==> src/rtl/barrel_shift_pipe_if.sv <==
// Operand/result bus of the pipelined barrel shifter.
// Handshake: a beat moves on any rising edge where valid && ready; the sender holds
// its payload while valid && !ready, and the receiver may drive ready independently.
interface barrel_shift_pipe_if #(
  parameter int WIDTH = 32,
  parameter int TAG_W = 4
);
  localparam int SHAMT_W = $clog2(WIDTH);

  logic               in_valid;
  logic               in_ready;
  logic [WIDTH-1:0]   in_data;
  logic [SHAMT_W-1:0] in_shamt;
  logic               in_dir;
  logic [1:0]         in_mode;
  logic [TAG_W-1:0]   in_tag;

  logic               out_valid;
  logic               out_ready;
  logic [WIDTH-1:0]   out_data;
  logic               out_carry;
  logic [TAG_W-1:0]   out_tag;

  modport slave (
    input  in_valid, in_data, in_shamt, in_dir, in_mode, in_tag, out_ready,
    output in_ready, out_valid, out_data, out_carry, out_tag
  );

  modport master (
    output in_valid, in_data, in_shamt, in_dir, in_mode, in_tag, out_ready,
    input  in_ready, out_valid, out_data, out_carry, out_tag
  );
endinterface

==> src/rtl/barrel_shift_pipe.sv <==
// Pipelined barrel shifter/rotator: stage k shifts by 2^k when shamt bit k is set.
// Per-stage valid bits with a combinational load chain let bubbles collapse under stall.
module barrel_shift_pipe #(
  parameter int WIDTH = 32,
  parameter int TAG_W = 4
) (
  input  logic                 clk,
  input  logic                 rst_n,
  barrel_shift_pipe_if.slave   bus
);
  localparam int SHAMT_W = $clog2(WIDTH);
  localparam int LAST    = SHAMT_W - 1;

  logic [WIDTH-1:0]   data_q  [SHAMT_W];
  logic [SHAMT_W-1:0] shamt_q [SHAMT_W];
  logic [1:0]         mode_q  [SHAMT_W];
  logic [TAG_W-1:0]   tag_q   [SHAMT_W];
  logic [SHAMT_W-1:0] valid_q, dir_q, carry_q;

  logic [WIDTH-1:0]   data_d  [SHAMT_W];
  logic [SHAMT_W-1:0] valid_d;

  logic [WIDTH-1:0]   src_data  [SHAMT_W];
  logic [SHAMT_W-1:0] src_shamt [SHAMT_W];
  logic [1:0]         src_mode  [SHAMT_W];
  logic [TAG_W-1:0]   src_tag   [SHAMT_W];
  logic [SHAMT_W-1:0] src_dir, src_carry;

  logic [SHAMT_W-1:0] load;
  logic [SHAMT_W-1:0] neg_shamt;
  logic               in_carry;

  function automatic logic [WIDTH-1:0] shift_by(input logic [WIDTH-1:0] d,
                                                input int unsigned    amt,
                                                input logic           dir,
                                                input logic [1:0]     mode);
    logic [WIDTH-1:0] r;
    if (mode[1])
      r = dir ? ((d << amt) | (d >> (WIDTH - amt))) : ((d >> amt) | (d << (WIDTH - amt)));
    else if (dir)
      r = d << amt;
    else if (mode[0])
      r = WIDTH'($signed(d) >>> amt);
    else
      r = d >> amt;
    return r;
  endfunction

  // Carry is the last bit to leave the word; WIDTH-s equals -s modulo WIDTH.
  always_comb begin
    neg_shamt = SHAMT_W'(0) - bus.in_shamt;
    if (bus.in_shamt == '0)
      in_carry = 1'b0;
    else if (bus.in_dir)
      in_carry = bus.in_data[neg_shamt];
    else
      in_carry = bus.in_data[bus.in_shamt - SHAMT_W'(1)];
  end

  always_comb begin
    logic run;
    run = bus.out_ready;
    load = '0;
    for (int k = LAST; k >= 0; k--) begin
      run     = !valid_q[k] || run;
      load[k] = run;
    end
  end

  always_comb begin
    src_data[0]  = bus.in_data;
    src_shamt[0] = bus.in_shamt;
    src_mode[0]  = bus.in_mode;
    src_tag[0]   = bus.in_tag;
    src_dir[0]   = bus.in_dir;
    src_carry[0] = in_carry;
    valid_d[0]   = bus.in_valid;
    for (int k = 1; k < SHAMT_W; k++) begin
      src_data[k]  = data_q[k-1];
      src_shamt[k] = shamt_q[k-1];
      src_mode[k]  = mode_q[k-1];
      src_tag[k]   = tag_q[k-1];
      src_dir[k]   = dir_q[k-1];
      src_carry[k] = carry_q[k-1];
      valid_d[k]   = valid_q[k-1];
    end
    for (int k = 0; k < SHAMT_W; k++) begin
      data_d[k] = src_shamt[k][k] ? shift_by(src_data[k], 1 << k, src_dir[k], src_mode[k])
                                  : src_data[k];
    end
  end

  always_ff @(posedge clk or negedge rst_n) begin
    if (!rst_n) begin
      valid_q <= '0;
      dir_q   <= '0;
      carry_q <= '0;
      for (int k = 0; k < SHAMT_W; k++) begin
        data_q[k]  <= '0;
        shamt_q[k] <= '0;
        mode_q[k]  <= '0;
        tag_q[k]   <= '0;
      end
    end else begin
      for (int k = 0; k < SHAMT_W; k++) begin
        if (load[k]) begin
          valid_q[k] <= valid_d[k];
          data_q[k]  <= data_d[k];
          shamt_q[k] <= src_shamt[k];
          mode_q[k]  <= src_mode[k];
          tag_q[k]   <= src_tag[k];
          dir_q[k]   <= src_dir[k];
          carry_q[k] <= src_carry[k];
        end
      end
    end
  end

  assign bus.in_ready  = load[0];
  assign bus.out_valid = valid_q[LAST];
  assign bus.out_data  = data_q[LAST];
  assign bus.out_carry = carry_q[LAST];
  assign bus.out_tag   = tag_q[LAST];
endmodule
==> src/flat_wrapper.sv <==
// flat-port wrapper written by rule: the top's interface ports become plain ports
module barrel_shift_pipe_flat 
#(
  parameter int WIDTH = 32,
  parameter int TAG_W = 4
)
  (clk, rst_n, bus_in_valid, bus_in_data, bus_in_shamt, bus_in_dir, bus_in_mode, bus_in_tag, bus_out_ready, bus_in_ready, bus_out_valid, bus_out_data, bus_out_carry, bus_out_tag);
  barrel_shift_pipe_if #(.WIDTH(WIDTH), .TAG_W(TAG_W)) bus_i ();
  input  logic clk;
  input  logic rst_n;
  input wire logic [$bits(bus_i.in_valid)-1:0] bus_in_valid;
  input wire logic [$bits(bus_i.in_data)-1:0] bus_in_data;
  input wire logic [$bits(bus_i.in_shamt)-1:0] bus_in_shamt;
  input wire logic [$bits(bus_i.in_dir)-1:0] bus_in_dir;
  input wire logic [$bits(bus_i.in_mode)-1:0] bus_in_mode;
  input wire logic [$bits(bus_i.in_tag)-1:0] bus_in_tag;
  input wire logic [$bits(bus_i.out_ready)-1:0] bus_out_ready;
  output wire logic [$bits(bus_i.in_ready)-1:0] bus_in_ready;
  output wire logic [$bits(bus_i.out_valid)-1:0] bus_out_valid;
  output wire logic [$bits(bus_i.out_data)-1:0] bus_out_data;
  output wire logic [$bits(bus_i.out_carry)-1:0] bus_out_carry;
  output wire logic [$bits(bus_i.out_tag)-1:0] bus_out_tag;
  assign bus_i.in_valid = bus_in_valid;
  assign bus_i.in_data = bus_in_data;
  assign bus_i.in_shamt = bus_in_shamt;
  assign bus_i.in_dir = bus_in_dir;
  assign bus_i.in_mode = bus_in_mode;
  assign bus_i.in_tag = bus_in_tag;
  assign bus_i.out_ready = bus_out_ready;
  assign bus_in_ready = bus_i.in_ready;
  assign bus_out_valid = bus_i.out_valid;
  assign bus_out_data = bus_i.out_data;
  assign bus_out_carry = bus_i.out_carry;
  assign bus_out_tag = bus_i.out_tag;
  barrel_shift_pipe #(.WIDTH(WIDTH), .TAG_W(TAG_W)) u_core (.clk(clk), .rst_n(rst_n), .bus(bus_i));
endmodule
==> config.mk <==
export PLATFORM = sky130hd
export DESIGN_NAME = barrel_shift_pipe_flat
export DESIGN_NICKNAME = d
export VERILOG_FILES = /design/src/rtl/barrel_shift_pipe_if.sv /design/src/rtl/barrel_shift_pipe.sv /design/src/flat_wrapper.sv
export SDC_FILE = /design/constraint.sdc
export NUM_CORES = 1
export LEC_CHECK = 0
export CAP_MARGIN = 40
export CORE_MARGIN = 3
export CORE_UTILIZATION = 50
export CTS_CLUSTER_DIAMETER = 80
export DETAILED_ROUTE_END_ITERATION = 10
export PLACE_DENSITY = 0.76
export SYNTH_ARGS = -nofsm -noshare
export SYNTH_HDL_FRONTEND = slang
export SYNTH_SLANG_ARGS = --single-unit
==> constraint.sdc <==
create_clock -name clk -period 2.9 [get_ports clk]
set_input_delay 0.87 -clock clk [delete_from_list [all_inputs] [get_ports clk]]
set_output_delay 0.87 -clock clk [all_outputs]
set_load 0.03 [all_outputs]
==> results of run 1 <==
[routing by layer]
| metal | global-route usage, % | vias up |
|---|---|---|
| li1 | - | 4525 |
| met1 | 28.6 | 4346 |
| met2 | 35.1 | 200 |
| met3 | 2.31 | 30 |
| met4 | 4.26 | 0 |
| met5 | 0 | - |
[cells by family after synthesis]
group	Yosys count	share of synthesized area, %
AND/OR/NAND/NOR	410	15.0
AO/OA/AOI/OAI	376	17.8
flip-flops	212	45.5
multiplexers	154	14.5
buffers and inverters	142	6.24
XOR/XNOR	4	0.591
adder cells (fa/ha/maj)	3	0.322
[flip-flops by register name, summed over array words and instances, names as in the netlist]
register and count:
u_core.data_q 128, u_core.dir_q 4, u_core.shamt_q 10, u_core.valid_q 5, u_core.mode_q 8, u_core.src_tag 16, u_core.bus.out_tag 4, u_core.carry_q 5
u_core.bus.out_data 32
[worst paths after layout]
check | depth (start not counted) | startpoint | slack (ns) | to
setup reg to reg | 4 | u_core.dir_q[2] | 1.04 | u_core.data_q[57]
min in group clk | 2 | u_core.src_tag[2] | 0.47 | u_core.src_tag[2]
setup / recovery | 8 | bus_in_shamt[0] | 0.34 | u_core.carry_q[0]
max in group asynchronous | 2 | rst_n | 1.89 | u_core.data_q[138]
hold reg to reg | 2 | u_core.src_tag[2] | 0.47 | u_core.src_tag[2]
hold / removal | 1 | rst_n | 0.36 | u_core.data_q[48]
[area by class of cell]
| cell class | instances | share of cell area, % |
|---|---|---|
| Tap cell | 313 | 2.92 |
| Timing Repair Buffer | 127 | 9.43 |
| Clock inverter | 5 | 0.560 |
| Sequential cell | 212 | 39.6 |
| Clock buffer | 34 | 5.12 |
| Inverter | 8 | 0.224 |
| Multi-Input combinational cell | 947 | 42.2 |
[power groups by stage]
stage | sequential (mW) | clock (mW) | combinational, mW
3_5_place_dp | 4.82 | 0 | 3.74
6_report | 4.78 | 2.90 | 3.73
5_1_grt | 4.93 | 3.09 | 4.16
3_3_place_gp | 4.77 | 0 | 3.64
2_1_floorplan | 4.53 | 0 | 2.91
4_1_cts | 4.77 | 2.96 | 3.76
[cells in the final DEF, fill, tap and decap left out, drive strengths merged, types with 8 or more instances in the layout]
cell type / n
nor2: 47
mux4: 8
clkdlybuf4s50: 82
mux2: 35
mux2i: 111
nor2b: 35
nand2: 278
a21oi: 72
inv: 8
dfrtp: 212
o21ai: 247
nand2b: 8
buf: 43
a2111oi: 8
clkbuf: 35
o31ai: 19
nand3: 24
[what timing repair did]
action	CTS	global route
pin swaps	1	1
hold endpoints to repair	0	0
hold buffers	0	0
endpoints found under the setup margin	1	1
resized for setup	5	1
==> impl_metrics.csv, run 1 <==
group,metric,value,unit
die,die_w,159,um
status,status,"finished, final reports clean",
route,routed_wl,25.5,mm
clock_tree,cts_tree,"yes",
power_and_ir_drop,peakVddDrop,0.474,mV
power_and_ir_drop,power.share.clock,25.4,%
clock_tree,clock_path_buffers,3,
route,first_pass_iters,5,
setup_path,crit_required,3.32,ns
synthesis,synthTopCellsByCount,"nand2_1 (278), o21ai_0 (247), dfrtp_1 (212)",
cells_and_area,multi_input_area,5660,um2
job,max_cap_viol_count,0,
min_path,min_path_type,"input port to async pin",
placement,post-place-cells,1607,
synthesis,synth_most_common_cell,"nand2_1",
synthesis,ys_seq_area_share,45.5,%
route,highest_layer,"met4",
sta,hold_violations,0,
placement,gp_congestion,0.977,
clock_tree,cts-root-buf,"clkbuf_16",
sta,maxSlewViolCount,0,
sta,finalWorstSetupSlack,0.336,ns
route,ant_nets,0,
synthesis,yosysWarnings,0,
synthesis,ys_ff_latch,212,
clock_tree,insertion_delay,0.50,ns
route,dr_wl_met3,1.03,mm
route,drtIter0Drc,535,
setup_path,crit_type,"input port to flop",
cells_and_area,diodes,0,
route,wl_met1,11.8,mm
route,via_per_inst,5.53,
synthesis,syn-cell-area,11700,um2
setup_path,cpLargestDelayFamily,"compound AO/OA/AOI/OAI gates",
power_and_ir_drop,switching_share,35.7,%
sta,min_period_over_period,88.4,%
clock_tree,path_clk_slew,0.06,ns
cells_and_area,syn_to_final_growth,15.0,%
die,rows,55,
route,drc,0,
setup_path,cp-end-kind,"flop",
die,die_y,159,um
synthesis,synth.avg_cell_area,8.96,um2
power_and_ir_drop,seq_power_share,41.9,%
power_and_ir_drop,total_power,11.4,mW
synthesis,synth-main-ff-cell,"dfrtp_1",
sta,rsz0062_at_grt,"no",
synthesis,synthArstFlopShare,100,%
route,vias,9101,
global_routing,overflow,0,
setup_path,critical_path_buf_inv_count,2,
clock_tree,clock_sinks,212,
synthesis,yosys.area.top_type,"dfrtp_1",
die,start_util,51.2,%
sta,finClkSkew,0.00865,ns
cells_and_area,drive_gt1_share,10.1,%
die,design.core.area,22800,um2
die,num_io_pins,87,
power_and_ir_drop,p_leak,5.68,nW
power_and_ir_drop,power.internal,7.34,mW
setup_path,crit_arrival,2.98,ns
setup_path,crit_path_max_incr_delay,0.51,ns
placement,placed_area,12700,um2
route,wl_met2,12.3,mm
global_routing,antenna_found_initial,0,
power_and_ir_drop,combPwrFrac,32.7,%
sta,setup_tns,0,ns
synthesis,syn-num-nets,1352,
global_routing,grt_max_degree,81,
synthesis,yosysUniqueCellTypes,55,
global_routing,grt_usage,20.6,%
clock_tree,h-tree-depth,1,
sta,timing.fmax,0.390,GHz
placement,dp_slack,-0.407,ns
synthesis,yosysTopAreaCellShare,45.5,%
synthesis,synthTopCellsByArea,"dfrtp_1 (46%), o21ai_0 (11%), mux2i_1 (9.5%)",
sta,finalSetupViolCount,0,
setup_path,slowest_stage,"clkdlybuf4s50_1",
sta,worst_slew_pin_slew,0.808,ns
synthesis,synth_edf_count,0,
sta,maxSlewHeadroom,46.1,%
power_and_ir_drop,p_per_area,851,nW/um2
global_routing,grt_pass1_vias,8561,
clock_tree,cts_buffers,22,
setup_path,cp_cell_sequence,"clkdlybuf4s50_1 -> inv_2 -> ha_2 -> xnor2_2 -> a2111oi_0 -> o41ai_1 -> o311ai_1 -> o211ai_1",
clock_tree,postCtsSetupBuffers,0,
power_and_ir_drop,switchingPower,4.08,mW
sta,final.min_clock_period,2.56,ns
setup_path,cp_max_fo,8,
placement,hpwl,18.0,mm
cells_and_area,regArea,5310,um2
global_routing,grt_pass1_wl,43.0,mm
route,wl_per_cell,15.5,um
die,dieArea,25200,um2
cells_and_area,final_nets,1369,
setup_path,crit_path_start_kind,"input port",
cells_and_area,fill_cells,1974,
synthesis,syn_inst,1301,
sta,holdWs,0.358,ns
placement,io_buffers,86,
cells_and_area,stdcell_count,1646,
cells_and_area,final_cell_area,13400,um2
cells_and_area,utilization,58.9,%
(Power assumes the default switching activity.)
==> run 2: changes to the inputs <==
--- a/config.mk
+++ b/config.mk
@@ -10,7 +10,9 @@
 export CORE_UTILIZATION = 50
 export CTS_CLUSTER_DIAMETER = 80
 export DETAILED_ROUTE_END_ITERATION = 10
+export GPL_TIMING_DRIVEN = 0
 export PLACE_DENSITY = 0.76
+export SETUP_SLACK_MARGIN = 0.5
 export SYNTH_ARGS = -nofsm -noshare
 export SYNTH_HDL_FRONTEND = slang
 export SYNTH_SLANG_ARGS = --single-unit
==> run 2 against run 1 <==
Effect of this change:
- clock-buffer cell count shrank 4
- maximum frequency grew 0.72%
- power grew 4.3%
- final cell count grew 6.6%
- wire length grew 21%
- clock skew grew 0.0076 ns
- final area grew 4.4%
- combinational power grew 10%
- flip-flop and latch count is the same
- hold slack lost 0.049 ns
- setup slack gained 0.018 ns
- first-iteration DRC count grew 29%
- largest power group unchanged
==> impl_metrics.csv, run 2 (synthesized netlist as in run 1, its figures left out) <==
group,metric,value,unit
die,start_util,51.2,%
die,dieArea,25200,um2
cells_and_area,diodes,0,
min_path,min_path_type,"input port to async pin",
sta,finClkSkew,0.0163,ns
cells_and_area,fill_cells,1972,
global_routing,grt_pass1_vias,9838,
global_routing,overflow,0,
setup_path,crit_required,2.03,ns
setup_path,crit_path_start_kind,"input port",
sta,worst_slew_pin_slew,0.670,ns
power_and_ir_drop,peakVddDrop,0.421,mV
route,drtIter0Drc,691,
die,rows,55,
clock_tree,clock_path_buffers,3,
clock_tree,cts-root-buf,"clkbuf_16",
placement,io_buffers,85,
route,via_per_inst,5.59,
placement,hpwl,22.9,mm
sta,timing.fmax,0.393,GHz
cells_and_area,regArea,5310,um2
sta,maxSlewHeadroom,55.4,%
job,max_cap_viol_count,0,
clock_tree,h-tree-depth,1,
cells_and_area,stdcell_count,1755,
setup_path,crit_type,"input port to output port",
placement,post-place-cells,1701,
die,die_w,159,um
power_and_ir_drop,combPwrFrac,34.6,%
power_and_ir_drop,power.internal,7.52,mW
sta,min_period_over_period,87.8,%
die,design.core.area,22800,um2
global_routing,grtUsageMet3,2.53,%
sta,finalSetupViolCount,0,
global_routing,grt_pass1_wl,50.3,mm
sta,rsz0062_at_grt,"yes",
route,first_pass_iters,6,
power_and_ir_drop,switching_share,36.9,%
power_and_ir_drop,seq_power_share,40.1,%
cells_and_area,most-common-layout-cells,"nand2_1 (278), o21ai_0 (247), dfrtp_1 (212)",
cells_and_area,drive_gt1_share,13.0,%
clock_tree,path_clk_slew,0.06,ns
placement,gp_congestion,1.03,
route,vias,9808,
setup_path,cp_max_fo,2,
die,die_y,159,um
power_and_ir_drop,power.share.clock,25.3,%
global_routing,grt_usage,24.7,%
clock_tree,ctsHoldBuffers,0,
cells_and_area,layout_commonest_cell,"nand2_1",
clock_tree,clock_sinks,212,
clock_tree,insertion_delay,0.52,ns
global_routing,grtUsageMet2,44.2,%
setup_path,crit_arrival,1.68,ns
sta,setup_tns,0,ns
power_and_ir_drop,p_per_area,851,nW/um2
global_routing,top_usage_layer,"met2",
setup_path,cp-end-kind,"output port",
clock_tree,cts_buffers,22,
route,wl_per_cell,17.5,um
cells_and_area,final_nets,1477,
status,status,"finished, final reports clean",
power_and_ir_drop,p_leak,6.07,nW
global_routing,antenna_found_initial,0,
sta,maxSlewViolCount,0,
cells_and_area,largest_register_ffs,128,
route,drc,0,
route,ant_nets,0,
cells_and_area,syn_to_final_growth,20.1,%
die,num_io_pins,87,
clock_tree,cts_tree,"yes",
sta,final.min_clock_period,2.55,ns
cells_and_area,regMostFlops,"u_core.data_q",
global_routing,met1_usage,29.5,%
sta,hold_violations,0,
power_and_ir_drop,switchingPower,4.39,mW
cells_and_area,multi_input_area,5740,um2
route,routed_wl,30.7,mm
global_routing,grt_max_degree,128,
[run 2: worst paths after layout]
kind,start,endpoint,slack (ns),cells past startpoint
worst min-delay path,rst_n,u_core.bus.out_data[31],0.31,1
worst max register to register,u_core.valid_q[4],u_core.mode_q[5],0.89,6
worst min register to register,u_core.src_tag[2],u_core.src_tag[2],0.46,2
max in group asynchronous,rst_n,u_core.data_q[109],1.52,2
min in group clk,u_core.src_tag[2],u_core.src_tag[2],0.46,2
worst max-delay path,bus_out_ready,bus_in_ready,0.35,6
[run 2: repair_timing]
item / in CTS / in global routing
pin swaps: 8 / 4
gates cloned: 2 / 0
setup endpoints to repair: 48 / 2
gates resized for setup: 82 / 3
buffers inserted: 12 / 0
[run 2: critical path, stage by stage]
cell and delay [ns]:
buf_6 0.09, nand3b_1 0.27, nor2_4 0.17, buf_8 0.12, inv_6 0.03, buf_6 0.12
[run 2: metal layers]
metal / vias to the layer above / wire length (um)
li1: 4749 / -
met1: 4639 / 12400
met5: - / 0
met3: 101 / 1210
met2: 319 / 15400
met4: 0 / 1750
[run 2: final cells by class]
cell class | instances | share of cell area [%]
buffer | 134 | 5.38
clock buffer | 30 | 4.43
clock inverter | 10 | 1.15
inverter | 8 | 0.304
multi-input combinational | 947 | 41.0
sequential | 212 | 37.9
tap | 313 | 2.80
timing repair buffer | 101 | 7.06
[run 2: through the flow]
stage | setup WS, ns | hold WS [ns] | utilization [%] | cell area [um2] | total power, mW
detailed placement | -1.04 | 0.452 | 57.1 | 13000 | 9.04
CTS | 0.334 | 0.370 | 61.4 | 14000 | 11.9
global placement | -7.56 | 0.448 | 57.0 | 13000 | 8.89
floorplan | 0.185 | 0.435 | - | 11700 | 7.46
global route | 0.334 | 0.377 | 61.5 | 14000 | 12.6
finish | 0.354 | 0.309 | 61.5 | 14000 | 11.9
[run 2: power groups by stage]
stage	clock network (mW)	logic (mW)	registers, mW
detailed placement	0	4.22	4.82
CTS	3.05	4.12	4.77
floorplan	0	2.93	4.53
global placement	0	4.12	4.78
finish	3.01	4.12	4.78
global route	3.16	4.56	4.91
==> run 3: changes to the inputs <==
--- a/config.mk
+++ b/config.mk
@@ -5,12 +5,15 @@
 export SDC_FILE = /design/constraint.sdc
 export NUM_CORES = 1
 export LEC_CHECK = 0
+export ABC_CLOCK_PERIOD_IN_PS = 2900
 export CAP_MARGIN = 40
 export CORE_MARGIN = 3
 export CORE_UTILIZATION = 50
 export CTS_CLUSTER_DIAMETER = 80
+export CTS_CLUSTER_SIZE = 10
 export DETAILED_ROUTE_END_ITERATION = 10
 export GPL_TIMING_DRIVEN = 0
+export HOLD_SLACK_MARGIN = 0.05
 export PLACE_DENSITY = 0.76
 export SETUP_SLACK_MARGIN = 0.5
 export SYNTH_ARGS = -nofsm -noshare
==> run 3 against run 2 <==
Effect of this change:
- combinational power about the same
- via count rose by 0.14%
- clock-buffer cell count shrank 5
- sequential power about the same
- die area unchanged
- largest power group unchanged
==> impl_metrics.csv, run 3 (synthesized netlist as in run 1, its figures left out) <==
group,metric,value,unit
sta,rsz0062_at_grt,"yes",
cells_and_area,layout_commonest_cell,"nand2_1",
route,via_per_inst,5.64,
setup_path,cp_max_fo,4,
die,die_w,159,um
sta,finClkSkew,0.0150,ns
clock_tree,path_clk_slew,0.05,ns
clock_tree,cts_tree,"yes",
setup_path,crit_required,3.29,ns
setup_path,crit_type,"input port to flop",
sta,timing.fmax,0.394,GHz
clock_tree,ctsHoldBuffers,0,
clock_tree,clock_path_buffers,3,
setup_path,cpLargestDelayFamily,"compound AO/OA/AOI/OAI gates",
setup_path,r2r-start,"u_core.valid_q[4]",
route,ant_nets,0,
clock_tree,insertion_delay,0.53,ns
sta,final.min_clock_period,2.54,ns
route,wl_per_cell,17.7,um
setup_path,r2r_slack,0.87,ns
cells_and_area,drive_gt1_share,12.5,%
sta,min_period_over_period,87.5,%
setup_path,crit_path_start_kind,"input port",
cells_and_area,stdcell_count,1742,
die,start_util,51.2,%
global_routing,grt_pass1_wl,50.5,mm
cells_and_area,regMostFlops,"u_core.data_q",
cells_and_area,largest_register_ffs,128,
placement,dp_slack,-1.04,ns
clock_tree,cts_buffers,25,
route,routed_wl,30.8,mm
power_and_ir_drop,p_leak,6.01,nW
global_routing,overflow,0,
sta,maxSlewViolCount,0,
power_and_ir_drop,peakVddDrop,0.400,mV
min_path,min_path_type,"input port to async pin",
cells_and_area,diodes,0,
setup_path,critical_path_buf_inv_count,6,
route,drtIter0Drc,581,
placement,gp_congestion,1.03,
sta,maxSlewHeadroom,55.3,%
die,dieArea,25200,um2
global_routing,grt_pass1_vias,9864,
sta,finalSetupViolCount,0,
clock_tree,h-tree-depth,1,
route,drc,0,
clock_tree,clock_sinks,212,
setup_path,path_common_cell,"buf_8",
setup_path,crit_path_max_incr_delay,0.57,ns
setup_path,r2r_end,"u_core.dir_q[2]",
cells_and_area,syn_to_final_growth,19.0,%
setup_path,worstRegToRegCells,6,
setup_path,cp-end-kind,"flop",
power_and_ir_drop,p_per_area,833,nW/um2
route,vias,9822,
die,design.core.area,22800,um2
global_routing,grt_usage,24.8,%
sta,worst_slew_pin_slew,0.670,ns
setup_path,slowest_stage,"a2111oi_1",
placement,io_buffers,85,
status,status,"finished, final reports clean",
cells_and_area,final_nets,1480,
die,num_io_pins,87,
global_routing,grt_max_degree,128,
setup_path,crit_arrival,2.93,ns
setup_path,cp_cell_sequence,"buf_8 -> buf_12 -> inv_8 -> buf_8 -> buf_8 -> ha_4 -> buf_8 -> nor2b_1 -> a2111oi_1 -> o41ai_1 -> o311ai_2 -> o211ai_1",
placement,post-place-cells,1701,
clock_tree,cts-root-buf,"clkbuf_16",
die,rows,55,
route,first_pass_iters,4,
setup_path,critPathLaunch,"bus_in_shamt[0]",
sta,hold_violations,0,
global_routing,antenna_found_initial,0,
cells_and_area,most-common-layout-cells,"nand2_1 (278), o21ai_0 (247), dfrtp_1 (212)",
sta,finalWorstSetupSlack,0.364,ns
placement,hpwl,22.9,mm
job,max_cap_viol_count,0,
die,die_y,159,um
==> run 3: stage by stage <==
stage | power [mW] | setup TNS, ns | cell area, um2 | utilization [%] | hold slack, ns
CTS | 11.6 | 0 | 13900 | 60.9 | 0.356
global route | 12.3 | 0 | 13900 | 60.9 | 0.366
global placement | 8.89 | -1600.33 | 13000 | 57.0 | 0.448
floorplan | 7.46 | 0 | 11700 | - | 0.435
finish | 11.6 | 0 | 13900 | 60.9 | 0.293
detailed placement | 9.04 | -2.50 | 13000 | 57.1 | 0.452
==> run 3: repair_timing <==
item                                    4_1_cts  5_1_grt
gates cloned                                  2        0
resized for setup                            82        3
endpoints found under the setup margin       45        2
setup buffers                                12        0
pin swaps                                     8        4
==> run 3: worst register-to-register path: cells and delay by family, from the launching register on <==
family                 cells  cell delay (ns)
multiplexers               1             0.37
buffers and inverters      3             0.79
flip-flops                 1             0.35
AND/OR/NAND/NOR            2             0.41
==> run 3: worst max-delay path by stage <==
stage,cells past startpoint,endpoint
finish,12,u_core.carry_q[0]
global route,6,bus_in_ready
CTS,6,bus_in_ready
detailed placement,13,u_core.carry_q[0]
global placement,1,u_core.data_q[134]
floorplan,11,u_core.carry_q[0]
==> run 3: layout make-up <==
class	count	area [um2]
multi-input cells	947	5740
clock buffers	25	626
repair buffers	101	988
clock inverters	2	28.8
inverters	8	42.5
plain buffers	134	753
well taps	313	392
flip-flops and latches	212	5310
fillers	1987	8910
==> run 3: per-layer routing <==
| layer | share of wire (%) | track usage (%) | routed length (um) | up-vias |
|---|---|---|---|---|
| met2 | 51 | 44.7 | 15600 | 338 |
| met5 | 0 | 0 | 0 | - |
| li1 | - | - | - | 4754 |
| met4 | 5.2 | 11.9 | 1610 | 0 |
| met1 | 40 | 29.5 | 12400 | 4626 |
| met3 | 4.1 | 2.53 | 1250 | 104 |
==> run 3: power by group <==
part	total [mW]	switching (mW)	internal, mW
clock	2.65	1.12	1.53
sequential	4.79	0.874	3.91
combinational	4.12	2.37	1.75
total	11.6	4.37	7.19
